$ cat src/rtl/bf_pkg.sv
// Shared definitions for the BF program-counter unit: opcode bytes,
// the PC unit state encoding and the error codes reported on err_code.
package bf_pkg;

    localparam logic [7:0] OP_LOOP_OPEN  = 8'h5B;   // '['
    localparam logic [7:0] OP_LOOP_CLOSE = 8'h5D;   // ']'
    localparam logic [7:0] OP_END        = 8'h00;   // end of program

    typedef enum logic [1:0] {
        RUN  = 2'd0,
        SCAN = 2'd1,
        HALT = 2'd2,
        ERR  = 2'd3
    } pc_state_t;

    typedef enum logic [1:0] {
        ERR_NONE      = 2'b00,
        ERR_OVF       = 2'b01,
        ERR_UNF       = 2'b10,
        ERR_UNMATCHED = 2'b11
    } err_code_t;

endpackage

$ cat src/rtl/bf_loop_stack.sv
// Loop-return LIFO holding the addresses of open '[' instructions.
// The top entry is read combinationally so a taken ']' can jump back
// in the same cycle. Reset (synchronous, active-high) empties the stack;
// the storage array itself is not reset.
module bf_loop_stack #(
    parameter int WIDTH = 8,
    parameter int DEPTH = 16
) (
    input  logic                     clk,
    input  logic                     reset,
    input  logic                     push,
    input  logic                     pop,
    input  logic [WIDTH-1:0]         din,
    output logic [WIDTH-1:0]         top,
    output logic                     full,
    output logic                     empty,
    output logic [$clog2(DEPTH):0]   count
);

    localparam int IDX_W = $clog2(DEPTH);
    localparam int CNT_W = IDX_W + 1;

    logic [WIDTH-1:0] mem [DEPTH];
    logic [CNT_W-1:0] count_q;
    logic [CNT_W-1:0] count_d;
    logic [IDX_W-1:0] wr_idx;
    logic [IDX_W-1:0] top_idx;

    assign wr_idx  = count_q[IDX_W-1:0];
    assign top_idx = count_q[IDX_W-1:0] - 1'b1;
    assign full    = (count_q == CNT_W'(DEPTH));
    assign empty   = (count_q == '0);
    assign top     = mem[top_idx];
    assign count   = count_q;

    // Occupancy update; a push when full or a pop when empty is ignored.
    always_comb begin
        count_d = count_q;
        if (push && !full) begin
            count_d = count_q + 1'b1;
        end else if (pop && !empty) begin
            count_d = count_q - 1'b1;
        end
    end

    // Occupancy register.
    always_ff @(posedge clk) begin
        if (reset) begin
            count_q <= '0;
        end else begin
            count_q <= count_d;
        end
    end

    // Entry storage, written at the current occupancy index on push.
    always_ff @(posedge clk) begin
        if (push && !full) begin
            mem[wr_idx] <= din;
        end
    end

endmodule

$ cat src/rtl/bf_pc_unit.sv
// Program-counter unit for the BF machine: PC, hardware loop stack for
// '[' / ']', single-cycle backward jumps and a byte-per-cycle forward
// scan to skip loops entered with a zero cell.
// Optional build macro BF_PC_REWIND_EN adds a 'rewind' input that
// restarts the unit from any state (reset still takes priority).
module bf_pc_unit
    import bf_pkg::*;
#(
    parameter int PC_W        = 8,
    parameter int STACK_DEPTH = 16,
    parameter int NEST_W      = 8
) (
    input  logic                           clk,
    input  logic                           reset,
    input  logic                           step,
    input  logic [7:0]                     instr,
    input  logic                           data_zero,
`ifdef BF_PC_REWIND_EN
    input  logic                           rewind,
`endif
    output logic [PC_W-1:0]                pc,
    output logic                           busy,
    output logic                           halted,
    output logic                           error,
    output logic [1:0]                     err_code,
    output logic [$clog2(STACK_DEPTH):0]   depth
);

    localparam logic [NEST_W-1:0] NEST_MAX = {NEST_W{1'b1}};

    pc_state_t          state_q, state_d;
    logic [PC_W-1:0]    pc_q, pc_d;
    logic [NEST_W-1:0]  nest_q, nest_d;
    err_code_t          err_q, err_d;
    logic               busy_q, busy_d;
    logic               halted_q, halted_d;
    logic               error_q, error_d;

    logic               stk_push;
    logic               stk_pop;
    logic               stk_reset;
    logic [PC_W-1:0]    stk_top;
    logic               stk_full;
    logic               stk_empty;
    logic               restart;
    logic [PC_W-1:0]    pc_inc;
    logic [PC_W-1:0]    top_inc;

`ifdef BF_PC_REWIND_EN
    assign restart = rewind;
`else
    assign restart = 1'b0;
`endif

    assign stk_reset = reset | restart;
    assign pc_inc    = pc_q + PC_W'(1);
    assign top_inc   = stk_top + PC_W'(1);

    bf_loop_stack #(
        .WIDTH (PC_W),
        .DEPTH (STACK_DEPTH)
    ) u_stack (
        .clk   (clk),
        .reset (stk_reset),
        .push  (stk_push),
        .pop   (stk_pop),
        .din   (pc_q),
        .top   (stk_top),
        .full  (stk_full),
        .empty (stk_empty),
        .count (depth)
    );

    // State, PC, nesting and error registers.
    always_ff @(posedge clk) begin
        if (reset) begin
            state_q  <= RUN;
            pc_q     <= '0;
            nest_q   <= '0;
            err_q    <= ERR_NONE;
            busy_q   <= 1'b0;
            halted_q <= 1'b0;
            error_q  <= 1'b0;
        end else begin
            state_q  <= state_d;
            pc_q     <= pc_d;
            nest_q   <= nest_d;
            err_q    <= err_d;
            busy_q   <= busy_d;
            halted_q <= halted_d;
            error_q  <= error_d;
        end
    end

    // Next-state logic: instruction execution in RUN, bracket scan in SCAN.
    always_comb begin
        state_d  = state_q;
        pc_d     = pc_q;
        nest_d   = nest_q;
        err_d    = err_q;
        stk_push = 1'b0;
        stk_pop  = 1'b0;
        if (restart) begin
            state_d = RUN;
            pc_d    = '0;
            nest_d  = '0;
            err_d   = ERR_NONE;
        end else begin
            unique case (state_q)
                RUN: begin
                    if (step) begin
                        case (instr)
                            OP_LOOP_OPEN: begin
                                if (data_zero) begin
                                    nest_d  = NEST_W'(1);
                                    pc_d    = pc_inc;
                                    state_d = SCAN;
                                end else if (stk_full) begin
                                    state_d = ERR;
                                    err_d   = ERR_OVF;
                                end else begin
                                    stk_push = 1'b1;
                                    pc_d     = pc_inc;
                                end
                            end
                            OP_LOOP_CLOSE: begin
                                if (stk_empty) begin
                                    state_d = ERR;
                                    err_d   = ERR_UNF;
                                end else if (!data_zero) begin
                                    pc_d = top_inc;
                                end else begin
                                    stk_pop = 1'b1;
                                    pc_d    = pc_inc;
                                end
                            end
                            OP_END: begin
                                state_d = HALT;
                            end
                            default: begin
                                pc_d = pc_inc;
                            end
                        endcase
                    end
                end
                SCAN: begin
                    case (instr)
                        OP_LOOP_OPEN: begin
                            if (nest_q == NEST_MAX) begin
                                state_d = ERR;
                                err_d   = ERR_UNMATCHED;
                            end else begin
                                nest_d = nest_q + 1'b1;
                                pc_d   = pc_inc;
                            end
                        end
                        OP_LOOP_CLOSE: begin
                            nest_d = nest_q - 1'b1;
                            pc_d   = pc_inc;
                            if (nest_q == NEST_W'(1)) begin
                                state_d = RUN;
                            end
                        end
                        OP_END: begin
                            state_d = ERR;
                            err_d   = ERR_UNMATCHED;
                        end
                        default: begin
                            pc_d = pc_inc;
                        end
                    endcase
                end
                HALT: begin
                end
                ERR: begin
                end
            endcase
        end
    end

    // Status flags decoded from the next state so they are registered with it.
    always_comb begin
        busy_d   = (state_d == SCAN);
        halted_d = (state_d == HALT);
        error_d  = (state_d == ERR);
    end

    assign pc       = pc_q;
    assign busy     = busy_q;
    assign halted   = halted_q;
    assign error    = error_q;
    assign err_code = err_q;

endmodule

$ cat config.mk
export PLATFORM = sky130hd
export DESIGN_NAME = bf_pc_unit
export DESIGN_NICKNAME = d
export VERILOG_FILES = /design/src/rtl/bf_pkg.sv /design/src/rtl/bf_loop_stack.sv /design/src/rtl/bf_pc_unit.sv
export SDC_FILE = /design/constraint.sdc
export NUM_CORES = 1
export LEC_CHECK = 0
export CORE_ASPECT_RATIO = 1.2
export CORE_MARGIN = 2
export CORE_UTILIZATION = 50
export CTS_CLUSTER_DIAMETER = 200
export DETAILED_ROUTE_END_ITERATION = 10
export DONT_BUFFER_PORTS = 1
export RECOVER_POWER = 50
export SETUP_SLACK_MARGIN = 0.3
export SYNTH_ARGS = -nofsm -noshare
export SYNTH_HDL_FRONTEND = slang
export SYNTH_SLANG_ARGS = --single-unit
$ cat constraint.sdc
create_clock -name clk -period 4.08 [get_ports clk]
set_input_delay 1.224 -clock clk [delete_from_list [all_inputs] [get_ports clk]]
set_output_delay 1.224 -clock clk [all_outputs]
set_load 0.02 [all_outputs]
==> results.yml <==
worst_setup_path:
  path_class: "flop to flop"
  r2r-start: "u_stack.count[0]"
  cp_max_fo: 34
  startpoint_type: "flop"
  crit_slowest_cell: "clkbuf_2"
  worst-r2r-setup-slack_ns: 0.62
  reg2reg_to: "pc[6]"
  slowest_delay_ns: 0.96
  worstPathArrival_ns: 3.82
  rr_worst_depth: 9
  endpoint_kind: "flop"
  required_ns: 4.44
  crit_chain: "clkbuf_2 > nor3_1 > xnor2_1 > a221oi_1 > a31oi_1 > nor2_2 > nand4_1 > mux2_1 > a21oi_2"
route:
  drt_iter0_drc: 277
  vias: 4433
  wl_per_cell_um: 22.53
  drt-total-wl_um: 16270
  ant_nets: 0
  drtPass1Iterations: 5
  drc: 0
  viasPerCell: 6.140
layout:
  drive_gt1_share_pct: 13.43
  num-fill-cells: 1115
  syn_to_final_growth_pct: 11.24
  multiInputGateArea_um2: 2515
  postLayoutCoreUtil_pct: 56.89
  final_nets: 564
  seqCellArea_um2: 4405
  num_antenna_cells: 0
  instances_no_fill: 722
clock_network:
  root_buffer: "clkbuf_16"
  htree_levels: 4
  postCtsHoldBufs: 0
  cts_num_sinks: 156
  cts_buffers: 17
  post_cts_resized: 0
  clk_path_buf_depth: 2
  cts_tree: "yes"
  clkLatencyLatePin_ns: 0.42
  post-cts-setup-buffers: 0
  clk_pin_slew_worst_paths_ns: 0.07
timing:
  hold_viol_final: 0
  fmax_ghz: 0.2890
  period_share_pct: 84.81
  finalClockSkew_ns: 0.007763
  min_period_ns: 3.460
  max-slew-margin-rel_pct: 13.26
  max_slew.worst_pin.slew_ns: 1.301
  rsz0062_at_grt: "no"
  fin_ws_ns: 0.6197
  setup_viol: 0
  slew_viol_final: 0
  setup_tns_ns: 0
grt:
  grt_pass1_vias: 4402
  grt_pass1_wl_um: 24910
  grt_usage_pct: 22.43
  antenna_found_initial: 0
  grt_max_degree: 35
  grt-ovfl-total: 0
synth:
  ys_types: 59
  postSynthCellCount: 523
  synth_ff_type: "edfxtp_1"
  synth_warnings: 0
  ys_seq_elements: 156
  syn-cell-area_um2: 7068
  synth_edf_count: 128
  yosysSeqAreaShare_pct: 62.31
  syn-num-nets: 549
  synthArstFlopShare_pct: 0
  syn_avg_cell_area_um2: 13.51
placed_design:
  dp_hpwl_um: 10840
  place_congestion: 0.8458
  portBuffers: 0
  dp_worst_setup_slack_ns: 0.4153
  dp.cells: 690
power_and_ir_drop:
  p_per_area_nw_per_um2: 424.1
  cellLeakagePower_nw: 2.786
  power.total_mw: 3.334
  ir_worst_vdd_mv: 0.3406
min_path:
  hp-start: "nest_q[6]"
  min_path_type: "flop to flop"
  whs_path_depth: 2
  whs_endpoint: "nest_q[6]"
floorplan:
  dieArea_um2: 15110
  start_util_pct: 51.15
  row_count: 47
  coreArea_um2: 13820
  die_h_um: 134.2
  io_pins: 30
  dieWidth_um: 112.5
outcome:
  outcome: "finished, final reports clean"
flow_run:
  drv_cap: 0
-- synthesized netlist by cell type, types with 4 or more instances --
master | number | share of area, %
a21o_1 | 5 | 0.53
a21oi_1 | 23 | 1.6
a31oi_1 | 9 | 0.80
and2_1 | 16 | 1.4
and3_1 | 12 | 1.1
buf_2 | 4 | 0.28
buf_4 | 4 | 0.42
clkbuf_1 | 9 | 0.48
dfxtp_1 | 28 | 7.9
edfxtp_1 | 128 | 54
ha_1 | 13 | 2.3
inv_1 | 9 | 0.48
mux2i_1 | 21 | 3.0
mux4_1 | 4 | 1.5
mux4_2 | 18 | 5.7
nand2_1 | 57 | 3.0
nand3_1 | 18 | 1.3
nand3b_1 | 10 | 1.1
nand4_1 | 4 | 0.35
nor2_1 | 37 | 2.0
nor3_1 | 9 | 0.64
o21ai_0 | 13 | 0.92
or3_1 | 4 | 0.35
xnor2_1 | 9 | 1.1
xor2_1 | 4 | 0.50
-- cell type report --
class	instances	share of cell area, %
Tap cell	171	2.721
Sequential cell	156	56.03
Clock buffer	17	5.411
Clock inverter	15	2.164
Inverter	9	0.4297
Timing Repair Buffer	16	1.257
Multi-Input combinational cell	338	31.99
-- per-stage QoR --
stage | area (um2) | hold slack [ns]
2_1_floorplan | 7068 | 0.4586
3_3_place_gp | 7288 | 0.4725
3_5_place_dp | 7288 | 0.4893
4_1_cts | 7884 | 0.4985
5_1_grt | 7863 | 0.5254
6_report | 7863 | 0.4968
-- state kept, by name, summed over array words and instances, names as in the netlist --
| register | cells |
|---|---|
| err_code | 2 |
| nest_q | 8 |
| u_stack.count | 5 |
| halted | 1 |
| u_stack.mem | 128 |
| state_q | 2 |
| error | 1 |
| busy | 1 |
| pc | 8 |
-- power breakdown --
group          internal, mW  switching [mW]  leakage (nW)  total [mW]
Sequential             1.71          0.0111          1.48        1.72
Clock                 0.875           0.707         0.294        1.58
Combinational        0.0113          0.0207          1.01      0.0319
Total                  2.60           0.738          2.79        3.33
-- layer usage --
layer	vias to the layer above	track usage (%)	routed length, um
met2	145	36.24	7828
li1	2027	-	-
met4	0	9.214	435
met3	32	5.694	894
met5	-	0	0
met1	2229	29.16	7109
-- logic make-up after synthesis --
group | after synthesis | share of synthesized area (%)
compound gates | 76 | 6.851
xor+xnor | 15 | 2.231
buf+inv | 29 | 2.107
simple gates | 188 | 13.35
flops | 156 | 62.31
fa+ha+maj | 14 | 2.585
mux | 45 | 10.57
-- worst max path at each step --
stage	start	to	slack [ns]	cells after the start
2_1_floorplan	instr[6]	u_stack.count[4]	0.74	13
3_5_place_dp	instr[5]	u_stack.count[4]	0.42	13
5_1_grt	u_stack.count[0]	pc[4]	0.26	9
6_report	u_stack.count[0]	pc[6]	0.62	9
3_3_place_gp	instr[5]	u_stack.count[4]	0.55	13
4_1_cts	u_stack.count[1]	pc[6]	0.64	11
-- worst max-delay path, delay by kind of cell, from the launching register on --
family | cells | cell delay (ns)
flip-flops | 1 | 0.32
buffers and inverters | 1 | 0.96
AND/OR/NAND/NOR | 3 | 0.45
XOR/XNOR | 1 | 0.58
multiplexers | 1 | 0.35
AO/OA/AOI/OAI | 3 | 0.71
-- cell usage in the layout, fill, tap and decap left out, types with 10 or more instances in the layout --
cell type,instances
nand2_1,57
clkbuf_16,17
o21ai_0,13
edfxtp_1,128
nand3b_1,10
and2_1,15
mux2i_1,21
and3_1,12
mux4_2,18
buf_4,10
nand3_1,18
nor2_1,37
a21oi_1,23
dfxtp_1,27
ha_1,13
Power figures use the tool's default switching activity.
